<file path="src/rtl/mul_div_unit.sv">
// mul_div_unit
//   Iterative multiply/divide unit holding the architectural HI/LO registers.
//   It handles MULT/MULTU/DIV/DIVU in WORD_SIZE cycles, producing one bit per
//   cycle. MTHI/MTLO complete in a single cycle. MFHI/MFLO are combinational
//   reads through read_data.
//
// Ports
//   clk, rst          : clock; asynchronous active-high reset
//   start, funct      : request valid and MIPS R-type funct code
//   operand_a/b       : rs / rt values
//   busy              : multi-cycle operation in flight
//   stall             : start with a recognised funct while busy
//   done              : one-cycle pulse when a new HI/LO result is written
//   read_data         : HI for MFHI, otherwise LO
//   hi, lo            : architectural HI/LO registers
//
// WORD_SIZE must be >= 4.
module mul_div_unit #(
  parameter int WORD_SIZE = 32,
  parameter int COUNT_W   = $clog2(WORD_SIZE+1)
) (
  input  logic                 clk,
  input  logic                 rst,
  input  logic                 start,
  input  logic [5:0]           funct,
  input  logic [WORD_SIZE-1:0] operand_a,
  input  logic [WORD_SIZE-1:0] operand_b,
  output logic                 busy,
  output logic                 stall,
  output logic                 done,
  output logic [WORD_SIZE-1:0] read_data,
  output logic [WORD_SIZE-1:0] hi,
  output logic [WORD_SIZE-1:0] lo
);

  localparam logic [5:0] F_MFHI  = 6'h10;
  localparam logic [5:0] F_MTHI  = 6'h11;
  localparam logic [5:0] F_MFLO  = 6'h12;
  localparam logic [5:0] F_MTLO  = 6'h13;
  localparam logic [5:0] F_MULT  = 6'h18;
  localparam logic [5:0] F_MULTU = 6'h19;
  localparam logic [5:0] F_DIV   = 6'h1A;
  localparam logic [5:0] F_DIVU  = 6'h1B;

  typedef enum logic {S_IDLE, S_RUN} state_t;

  // Operation context captured at acceptance
  typedef struct packed {
    logic is_div;    // 1: divide, 0: multiply
    logic neg_q;     // negate product (mult) or quotient (div)
    logic neg_r;     // negate remainder (dividend was negative)
    logic div_zero;  // divisor was zero
  } op_ctx_t;

  state_t                 state, state_n;
  logic [COUNT_W-1:0]     cnt, cnt_n;
  // Shared iteration datapath:
  //   mult: acc_hi = partial product high, acc_lo = multiplier shifting out /
  //         product low shifting in, opnd = multiplicand magnitude
  //   div : acc_hi = partial remainder, acc_lo = dividend shifting out /
  //         quotient shifting in, opnd = divisor magnitude
  logic [WORD_SIZE-1:0]   acc_hi, acc_hi_n;
  logic [WORD_SIZE-1:0]   acc_lo, acc_lo_n;
  logic [WORD_SIZE-1:0]   opnd, opnd_n;
  logic [WORD_SIZE-1:0]   a_raw, a_raw_n;
  op_ctx_t                ctx, ctx_n;
  logic [WORD_SIZE-1:0]   hi_n, lo_n;
  logic                   done_n;

  function automatic logic [WORD_SIZE-1:0] mag(input logic [WORD_SIZE-1:0] x);
    return x[WORD_SIZE-1] ? (~x + 1'b1) : x;
  endfunction

  // ---------------- combinational outputs ----------------
  logic known_funct;
  always_comb begin
    known_funct = 1'b0;
    case (funct)
      F_MFHI, F_MTHI, F_MFLO, F_MTLO,
      F_MULT, F_MULTU, F_DIV, F_DIVU: known_funct = 1'b1;
      default:                        known_funct = 1'b0;
    endcase
  end

  assign busy      = (state == S_RUN);
  assign stall     = start && busy && known_funct;
  assign read_data = (funct == F_MFHI) ? hi : lo;

  // ---------------- one iteration step ----------------
  // Shift-add multiply: add multiplicand when multiplier LSB set, shift the
  // {carry, acc_hi, acc_lo} triple right by one.
  logic [WORD_SIZE:0]   mul_sum;
  logic [WORD_SIZE-1:0] mul_hi, mul_lo;
  assign mul_sum = {1'b0, acc_hi} + (acc_lo[0] ? {1'b0, opnd} : '0);
  assign mul_hi  = mul_sum[WORD_SIZE:1];
  assign mul_lo  = {mul_sum[0], acc_lo[WORD_SIZE-1:1]};

  // Restoring divide: shift next dividend bit into the remainder and subtract
  // if it fits. The difference always fits in WORD_SIZE bits when taken.
  logic [WORD_SIZE:0]   div_rs;
  logic [WORD_SIZE-1:0] div_diff, div_hi, div_lo;
  logic                 div_ge;
  assign div_rs   = {acc_hi, acc_lo[WORD_SIZE-1]};
  assign div_ge   = (div_rs >= {1'b0, opnd});
  assign div_diff = div_rs[WORD_SIZE-1:0] - opnd;
  assign div_hi   = div_ge ? div_diff : div_rs[WORD_SIZE-1:0];
  assign div_lo   = {acc_lo[WORD_SIZE-2:0], div_ge};

  // ---------------- final result selection ----------------
  logic [2*WORD_SIZE-1:0] prod, prod_fin;
  logic [WORD_SIZE-1:0]   q_fin, r_fin;
  assign prod     = {mul_hi, mul_lo};
  assign prod_fin = ctx.neg_q ? -prod : prod;
  assign q_fin    = ctx.neg_q ? -div_lo : div_lo;
  assign r_fin    = ctx.neg_r ? -div_hi : div_hi;

  // ---------------- next state ----------------
  logic                 is_signed;
  logic [WORD_SIZE-1:0] a_mag, b_mag;
  logic                 sign_diff;
  assign is_signed = (funct == F_MULT) || (funct == F_DIV);
  assign a_mag     = is_signed ? mag(operand_a) : operand_a;
  assign b_mag     = is_signed ? mag(operand_b) : operand_b;
  assign sign_diff = is_signed && (operand_a[WORD_SIZE-1] ^ operand_b[WORD_SIZE-1]);

  always_comb begin
    state_n  = state;
    cnt_n    = cnt;
    acc_hi_n = acc_hi;
    acc_lo_n = acc_lo;
    opnd_n   = opnd;
    a_raw_n  = a_raw;
    ctx_n    = ctx;
    hi_n     = hi;
    lo_n     = lo;
    done_n   = 1'b0;

    case (state)
      S_IDLE: begin
        if (start) begin
          case (funct)
            F_MTHI: hi_n = operand_a;
            F_MTLO: lo_n = operand_a;
            F_MULT, F_MULTU: begin
              state_n        = S_RUN;
              cnt_n          = COUNT_W'(WORD_SIZE);
              acc_hi_n       = '0;
              acc_lo_n       = b_mag;
              opnd_n         = a_mag;
              a_raw_n        = operand_a;
              ctx_n          = '0;
              ctx_n.neg_q    = sign_diff;
            end
            F_DIV, F_DIVU: begin
              state_n        = S_RUN;
              cnt_n          = COUNT_W'(WORD_SIZE);
              acc_hi_n       = '0;
              acc_lo_n       = a_mag;
              opnd_n         = b_mag;
              a_raw_n        = operand_a;
              ctx_n.is_div   = 1'b1;
              ctx_n.neg_q    = sign_diff;
              ctx_n.neg_r    = is_signed && operand_a[WORD_SIZE-1];
              ctx_n.div_zero = (operand_b == '0);
            end
            default: ;  // MFHI/MFLO are combinational; unknown funct ignored
          endcase
        end
      end

      S_RUN: begin
        // Inputs are ignored here; stall holds the pipeline instead.
        acc_hi_n = ctx.is_div ? div_hi : mul_hi;
        acc_lo_n = ctx.is_div ? div_lo : mul_lo;
        cnt_n    = cnt - COUNT_W'(1);
        if (cnt == COUNT_W'(1)) begin
          state_n = S_IDLE;
          done_n  = 1'b1;
          if (!ctx.is_div) begin
            hi_n = prod_fin[2*WORD_SIZE-1:WORD_SIZE];
            lo_n = prod_fin[WORD_SIZE-1:0];
          end else if (ctx.div_zero) begin
            hi_n = a_raw;
            lo_n = '1;
          end else begin
            hi_n = r_fin;
            lo_n = q_fin;
          end
        end
      end

      default: state_n = S_IDLE;
    endcase
  end

  always_ff @(posedge clk or posedge rst) begin
    if (rst) begin
      state  <= S_IDLE;
      cnt    <= '0;
      acc_hi <= '0;
      acc_lo <= '0;
      opnd   <= '0;
      a_raw  <= '0;
      ctx    <= '0;
      hi     <= '0;
      lo     <= '0;
      done   <= 1'b0;
    end else begin
      state  <= state_n;
      cnt    <= cnt_n;
      acc_hi <= acc_hi_n;
      acc_lo <= acc_lo_n;
      opnd   <= opnd_n;
      a_raw  <= a_raw_n;
      ctx    <= ctx_n;
      hi     <= hi_n;
      lo     <= lo_n;
      done   <= done_n;
    end
  end

endmodule
</file>
<file path="config.mk">
export PLATFORM = sky130hd
export DESIGN_NAME = mul_div_unit
export DESIGN_NICKNAME = d
export VERILOG_FILES = /design/src/rtl/mul_div_unit.sv
export SDC_FILE = /design/constraint.sdc
export NUM_CORES = 1
export LEC_CHECK = 0
export BUFFER_PORTS_ARGS = -buffer_cell sky130_fd_sc_hd__buf_2
export CAP_MARGIN = 20
export CORE_MARGIN = 2
export CORE_UTILIZATION = 60
export CTS_BUF_LIST = sky130_fd_sc_hd__clkbuf_8
export DETAILED_ROUTE_END_ITERATION = 8
export HOLD_SLACK_MARGIN = 0.12
export PLACE_DENSITY_LB_ADDON = 0.3
export SYNTH_ARGS = -nofsm -noshare
export SYNTH_HDL_FRONTEND = slang
export SYNTH_SLANG_ARGS = --single-unit
</file>
<file path="constraint.sdc">
create_clock -name clk -period 16 [get_ports clk]
set_clock_uncertainty 0.15 [all_clocks]
set_input_delay 0.8 -clock clk [delete_from_list [all_inputs] [get_ports clk]]
set_output_delay 0.8 -clock clk [all_outputs]
set_load 0.05 [all_outputs]
</file>
======== Yosys cells after proc, flatten, opt, wreduce, memory -nomap -nowiden ========
Memories as Yosys holds them, arrays and structs flattened.
Cells that the tools add are included.
operators by class
  order comparisons ....................... 1
  reductions and logical operators ........ 16
  bitwise logic cells ..................... 4
  equal/unequal tests ..................... 14
  add/subtract/negate cells ............... 8
  multiplexer cells ....................... 42
operators by type and width
  operator                                               number
  2-to-1 mux 32 bit                                      24
  one-hot mux 32 bit (2 select lines)                    6
  adder 32 x 1 -> 32 bit, second input constant          2
  2-to-1 mux 64 bit                                      1
  negator 32 bit                                         2
  negator 64 bit                                         1
  NOT 32 bit                                             2
  equality test 6 x 5 -> 1 bit, second input constant    7
  adder 32 x 32 -> 33 bit                                1
  greater-or-equal comparator 33 x 32 -> 1 bit           1
  logical NOT 32 bit                                     1
  subtractor 32 bit                                      1
  2-to-1 mux 6 bit                                       2
  one-hot mux 6 bit (2 select lines)                     1
  AND reduction 3 bit                                    4
  one-hot mux 4 bit (2 select lines)                     1
  equality test 6 x 1 -> 1 bit, second input constant    1
  2-to-1 mux 1 bit                                       6
  inequality test 2 x 1 -> 1 bit, second input constant  3
  subtractor 6 x 1 -> 6 bit, second input constant       1
  logical AND 1 bit                                      4
  inequality test 2 bit, second input constant           2
  AND reduction 2 bit                                    2
  OR reduction 2 bit                                     2
  7 further kinds                                        7
word-level totals
  memory bits (read-only) ................. 32
  logic and storage cells ................. 99
  memories ................................ 1
  flip-flop bits (word level) ............. 204
  output and inout bits ................... 99
memories
  memory            depth  bits a word  rd ports  clocked after memory_dff  wr ports  line  source
  (name not given)  32     1            1         0                         0         78    case (funct)

======== Longest topological paths before layout ========
  depth in word-level cells ............... 8
  gate-level depth with buffers ........... 23

======== Worst setup path before layout ========
Ideal clock, no wire load.
  kind .................................... register to register
  from .................................... register acc_hi[5]
  to ...................................... register hi[30]
  slack ................................... 10466 ps
  library setup time ...................... 86 ps
  data arrival time ....................... 5298 ps
  clock period less this slack ............ 5534 ps
  stages on the path, launching flop included .. 23
  data required time ...................... 15764 ps
  path through ............................ dfrtp_1 > ha_1 > clkbuf_1 > a21oi_1 > o21ai_0 > a22oi_1 > a311o_1 > nand2_1 > clkbuf_1 > clkbuf_1 > clkbuf_1 > nand2_1 > o21ai_0 > ha_1 > nand3_1 > nor3_1 > a41o_1 > o2111ai_1 > or3_1 > o41ai_2 > xnor2_1 > o221a_2 > nor3_1
between the ends
  longest elaborated chain between the ends .. 8
  elaborated cells on any way between the ends .. 12
RTL lines
  element                                                                            line      source
  from (decl)                                                                        62        logic [WORD_SIZE-1:0] acc_hi, acc_hi_n;
  from (signal assigned)                                                             211       acc_hi <= acc_hi_n;
  subtractor 32 bit or greater-or-equal comparator 33 x 32 -> 1 bit (tied branches)  105, 104
  2-to-1 mux 32 bit                                                                  106       assign div_hi = div_ge ? div_diff : div_rs[WORD_SIZE-1:0];
  negator 32 bit                                                                     115       assign r_fin = ctx.neg_r ? -div_hi : div_hi;
  2-to-1 mux 32 bit                                                                  115
  2-to-1 mux 32 bit                                                                  182       end else if (ctx.div_zero) begin
  2-to-1 mux 32 bit *                                                                179       if (!ctx.is_div) begin
  2-to-1 mux 32 bit *                                                                176       if (cnt == COUNT_W'(1)) begin
  one-hot mux 32 bit (2 select lines) *                                              138       case (state)
  to (signal assigned)                                                               216       hi <= hi_n;
  to (decl)                                                                          32        output logic [WORD_SIZE-1:0] hi,
Mark *: on every way between the ends. The rest lies on a longest branch, timed or not. The select of a mux whose other input is x is not followed.
A chain may end at the register's enable or synchronous reset.

======== Worst setup path after layout ========
  from .................................... register acc_hi[11]
  to ...................................... register hi[30]
Same word-level chain as after synthesis.

==> summary by stage <==
Placement
At the end of routability-driven placement, the weighted congestion stood at 1.03. The count of port buffers added during placement is 171. The estimated wirelength of the detail-placed design is 55300 um.

Floorplanning
The floorplan core area is 0.0317 mm2. The floorplan has 65 rows. The die is 184 um tall. The overall die width is 184 um. The initial core utilization is 61.3%. During I/O placement, the number of pins put on the boundary was 172. The die outline area is 0.0339 mm2.

STA
Setup violations remaining at the end of the flow were counted as 0. The achievable frequency is 0.167 GHz. The final worst hold slack is 155 ps.

The final clock period utilization by the worst path is 37.4%. Measured against its own limit, the worst slew margin works out to 25.2%. The worst path in the final design needs a cycle of 5980 ps, including I/O delays and setup. The number of max-slew violations in the final report came to 0. The measured slew at the worst slew-check pin is 1120 ps.

The final number of hold-violating endpoints is 0. For the final routed database, the setup TNS stands at 0 ps. Setup repair after global routing left no endpoint under its margin.

Hold path
The classification of the worst-slack hold path is in2async.

Clock network
The number of buffers inserted by post-CTS setup repair is 0. The number of H-tree levels is 2. The clock tree from TritonCTS is built. The count of clock tree sinks is 204. The number of hold buffers added after cts is 0. The post-CTS resize count is 0. The clock latency on the worst-skew pair is 590 ps. The TritonCTS buffer count is 39.

The buffer levels on the longest clock path is 3. The clock transition at the registers of the reported paths is 60 ps. The root buffer selected by CTS is clkbuf_8.

Outcome
The flow ran to the end, and the final reports show no timing, DRC or antenna violations.

Logic synthesis
Of all flip-flops after synthesis, the portion carrying an async set or reset was 100%. The count of different cell masters after synthesis is 85. Counting every net in the synthesized netlist gives 2734.

The synthesis warning total is 0. In the synthesized netlist the dominant register cell turns out to be dfrtp_1. Dividing the synthesized area by the synthesized cell count gives 7.51 um2. The synthesized flop and latch total is 204. The portion of the post-synthesis area used by sequential elements is 26.2%.

The count of mapped cells out of synthesis is 2588. The number of synthesized flops with an enable pin is 0. The mapped cell area is 0.0194 mm2.

Pwr
The analysis attributes to net switching a power of 3.05 mW. The post-layout total power is 5.34 mW. Internal power comes to 2.29 mW. In this run the power density over the cells is 252 mW/mm2.

VDD sags by at most 0.158 mV. Summed over all cells, the static leakage comes to 8.72 nW. The clock network fraction of total power is 10.5%. Of the total power, registers draw 19.8%. Of the total power, the share spent switching nets is 57.1%.

Combinational logic burns 69.6% of the power.

Global route
The via count of the first global-routing pass is 19300. In the global route stage, overall resource usage came out at 43.3%. The total overflow reported by the global router is 0. The global-route wire length before repair is 113000 um.

Entering global routing, the biggest net connects 91 pins. The number of antenna violations at the first check in global routing is 0.

Critical path
The element type at the critical path start is a flop. The arrival time of data at the critical path endpoint is 6330 ps. The critical path starts at acc_hi[11]. The worst reg2reg path endpoint is hi[30]. The depth of the most critical reg-to-reg path is 19. The worst reg2reg path startpoint is acc_hi[11]. STA puts the critical path data required time at 16350 ps. The largest driver fanout on the critical path is 45.

The kind of end point of the critical path is a flop. The setup path with the least slack is of type reg2reg. Setup slack on the worst reg-to-reg path comes out at 10020 ps.

Final layout
Relative to the synthesized area, the layout overhead comes to 8.74%. The final net count is 2773. The post-route netlist has 12.9% of its cells at a drive strength greater than 1.

Drt
The post-route antenna net violation count is 0. The detailed router's first-iteration violation count is 2510. In the routed design, unresolved DRC markers number 0. The per-cell routed wire length is 24.3 um.

The routed layout has 21000 vias. The final wirelength is 74300 um. The first detailed-routing pass ran for 6 iterations. The via-per-instance ratio is 6.86.

Flow run
The count of max-cap constraint violations is 0.
-- final cells by class --
type	instances	area (um2)
multi-input combinational	2097	13300
fill	2804	10600
sequential	204	5110
timing repair buffer	202	1100
clock buffer	52	716
tap	402	503
inverter	83	319
clock inverter	17	104
antenna	4	10.0
-- worst max-delay path by stage --
stage	endpoint	slack (ps)	cells past startpoint
after floorplan	a_raw[0]	9480	1
after global placement	hi[30]	10420	19
after detailed placement	hi[30]	10210	19
after CTS	hi[30]	10190	19
after global routing	hi[30]	9710	18
final	hi[30]	10020	19
-- cell families (layout without fill, tap and decap cells) --
| group | count (synthesis) | count (layout) | synth area share [%] |
|---|---|---|---|
| and+or+nand+nor | 891 | 891 | 21.0 |
| AOI/OAI and AO/OA | 819 | 819 | 27.3 |
| buffers and inverters | 287 | 354 | 5.66 |
| xor gates and xnor gates | 217 | 217 | 9.77 |
| DFF | 204 | 204 | 26.2 |
| muxes | 97 | 97 | 5.25 |
| adders and majority gates | 73 | 73 | 4.77 |
| other | 0 | 4 | 0 |
-- synthesized netlist by cell type, types with 5 or more instances --
| master | count | area [um2] |
|---|---|---|
| a2111oi_0 | 6 | 52.6 |
| a211oi_1 | 73 | 548 |
| a21boi_0 | 5 | 37.5 |
| a21o_1 | 17 | 128 |
| a21oi_1 | 183 | 916 |
| a221oi_1 | 6 | 52.6 |
| a22o_1 | 6 | 52.6 |
| a22oi_1 | 6 | 45.0 |
| a31oi_1 | 55 | 344 |
| and2_1 | 16 | 100 |
| and3_1 | 14 | 87.6 |
| and4_1 | 6 | 52.6 |
| buf_1 | 16 | 60.1 |
| buf_2 | 7 | 35.0 |
| clkbuf_1 | 179 | 672 |
| dfrtp_1 | 204 | 5100 |
| ha_1 | 71 | 888 |
| inv_1 | 81 | 304 |
| mux2_2 | 40 | 450 |
| mux2i_1 | 57 | 571 |
| nand2_1 | 363 | 1360 |
| nand2b_1 | 44 | 275 |
| nand3_1 | 34 | 170 |
| nand4_1 | 26 | 163 |
| nand4b_1 | 5 | 43.8 |
| nor2_1 | 234 | 878 |
| nor2b_1 | 9 | 56.3 |
| nor3_1 | 41 | 205 |
| nor4_1 | 13 | 81.3 |
| o211a_1 | 5 | 50.1 |
| o211ai_1 | 49 | 368 |
| o21a_1 | 13 | 97.6 |
| o21ai_0 | 218 | 1090 |
| o21bai_1 | 7 | 52.6 |
| o221ai_1 | 40 | 350 |
| o311ai_0 | 6 | 52.6 |
| o31a_1 | 9 | 78.8 |
| o31ai_1 | 47 | 353 |
| o41ai_1 | 18 | 158 |
| or2_2 | 10 | 62.6 |
| or3_1 | 39 | 244 |
| or4_1 | 16 | 120 |
| xnor2_1 | 142 | 1240 |
| xor2_1 | 75 | 657 |
-- cells in the final DEF (no fill, tap or decap), drive strengths merged, types with 7 or more instances in the layout --
| master | instances |
|---|---|
| nand4 | 26 |
| nor4 | 13 |
| o211ai | 50 |
| inv | 92 |
| o21a | 13 |
| nand3 | 34 |
| xor2 | 75 |
| o31ai | 47 |
| o221ai | 40 |
| o311ai | 7 |
| nor3 | 42 |
| ha | 71 |
| a2111oi | 7 |
| and3 | 14 |
| nor2 | 235 |
| mux2i | 57 |
| mux2 | 40 |
| nor2b | 9 |
| and2 | 17 |
| o21ai | 222 |
| nand2b | 44 |
| o31a | 9 |
| xnor2 | 142 |
| o21bai | 7 |
| nand2 | 363 |
| a21oi | 183 |
| or2 | 12 |
| clkbuf | 52 |
| a31oi | 55 |
| a21o | 17 |
| o41ai | 21 |
| buf | 202 |
| or4 | 18 |
| a211oi | 73 |
| or3 | 39 |
| dfrtp | 204 |
-- sequential cells by signal (all words and copies together), names as in the netlist --
signal and cells:
cnt 6, hi 32, acc_lo 32, lo 32
a_raw 32, acc_hi 32, done 1, ctx 4
busy 1, opnd 32
-- worst max-delay path: stages, from the launching register on --
cell	delay, ps
dfrtp_1	460
ha_1	460
nand4_1	260
nor3_1	350
o211ai_1	300
a311o_1	530
nand2_2	130
buf_4	500
nand2_1	100
o21ai_0	180
ha_1	300
nand3_1	90
nor3_1	150
a41o_1	250
o2111ai_1	280
or3_1	470
o41ai_2	370
xnor2_1	100
o221a_2	260
nor3_1	180
-- power by group through the flow --
stage	Clock, mW	Sequential [mW]	Combinational (mW)
2_1_floorplan	0	1.12	2.52
3_3_place_gp	0	1.04	3.58
3_5_place_dp	0	1.05	3.62
4_1_cts	0.562	1.04	3.64
5_1_grt	0.584	1.08	3.99
6_report	0.562	1.06	3.72
-- metrics by stage --
step	setup WS (ps)	std cells	cell area (um2)	utilization (%)
2_1_floorplan	9480	2588	19400	-
3_3_place_gp	10420	2987	20300	64.0
3_5_place_dp	10210	2987	20300	64.0
4_1_cts	10190	3056	21100	66.6
5_1_grt	9710	3057	21100	66.6
6_report	10020	3061	21100	66.7
-- per-layer routing --
layer  vias up  global-route usage (%)  wire length (um)
met5         -                       0                 0
met4         0                    25.9              5030
met3       273                    8.42              7230
met2      1290                    67.8             32800
met1     10000                    55.4             29200
li1       9441                       -                 -
Note: power is estimated with default switching activity, not from simulation.
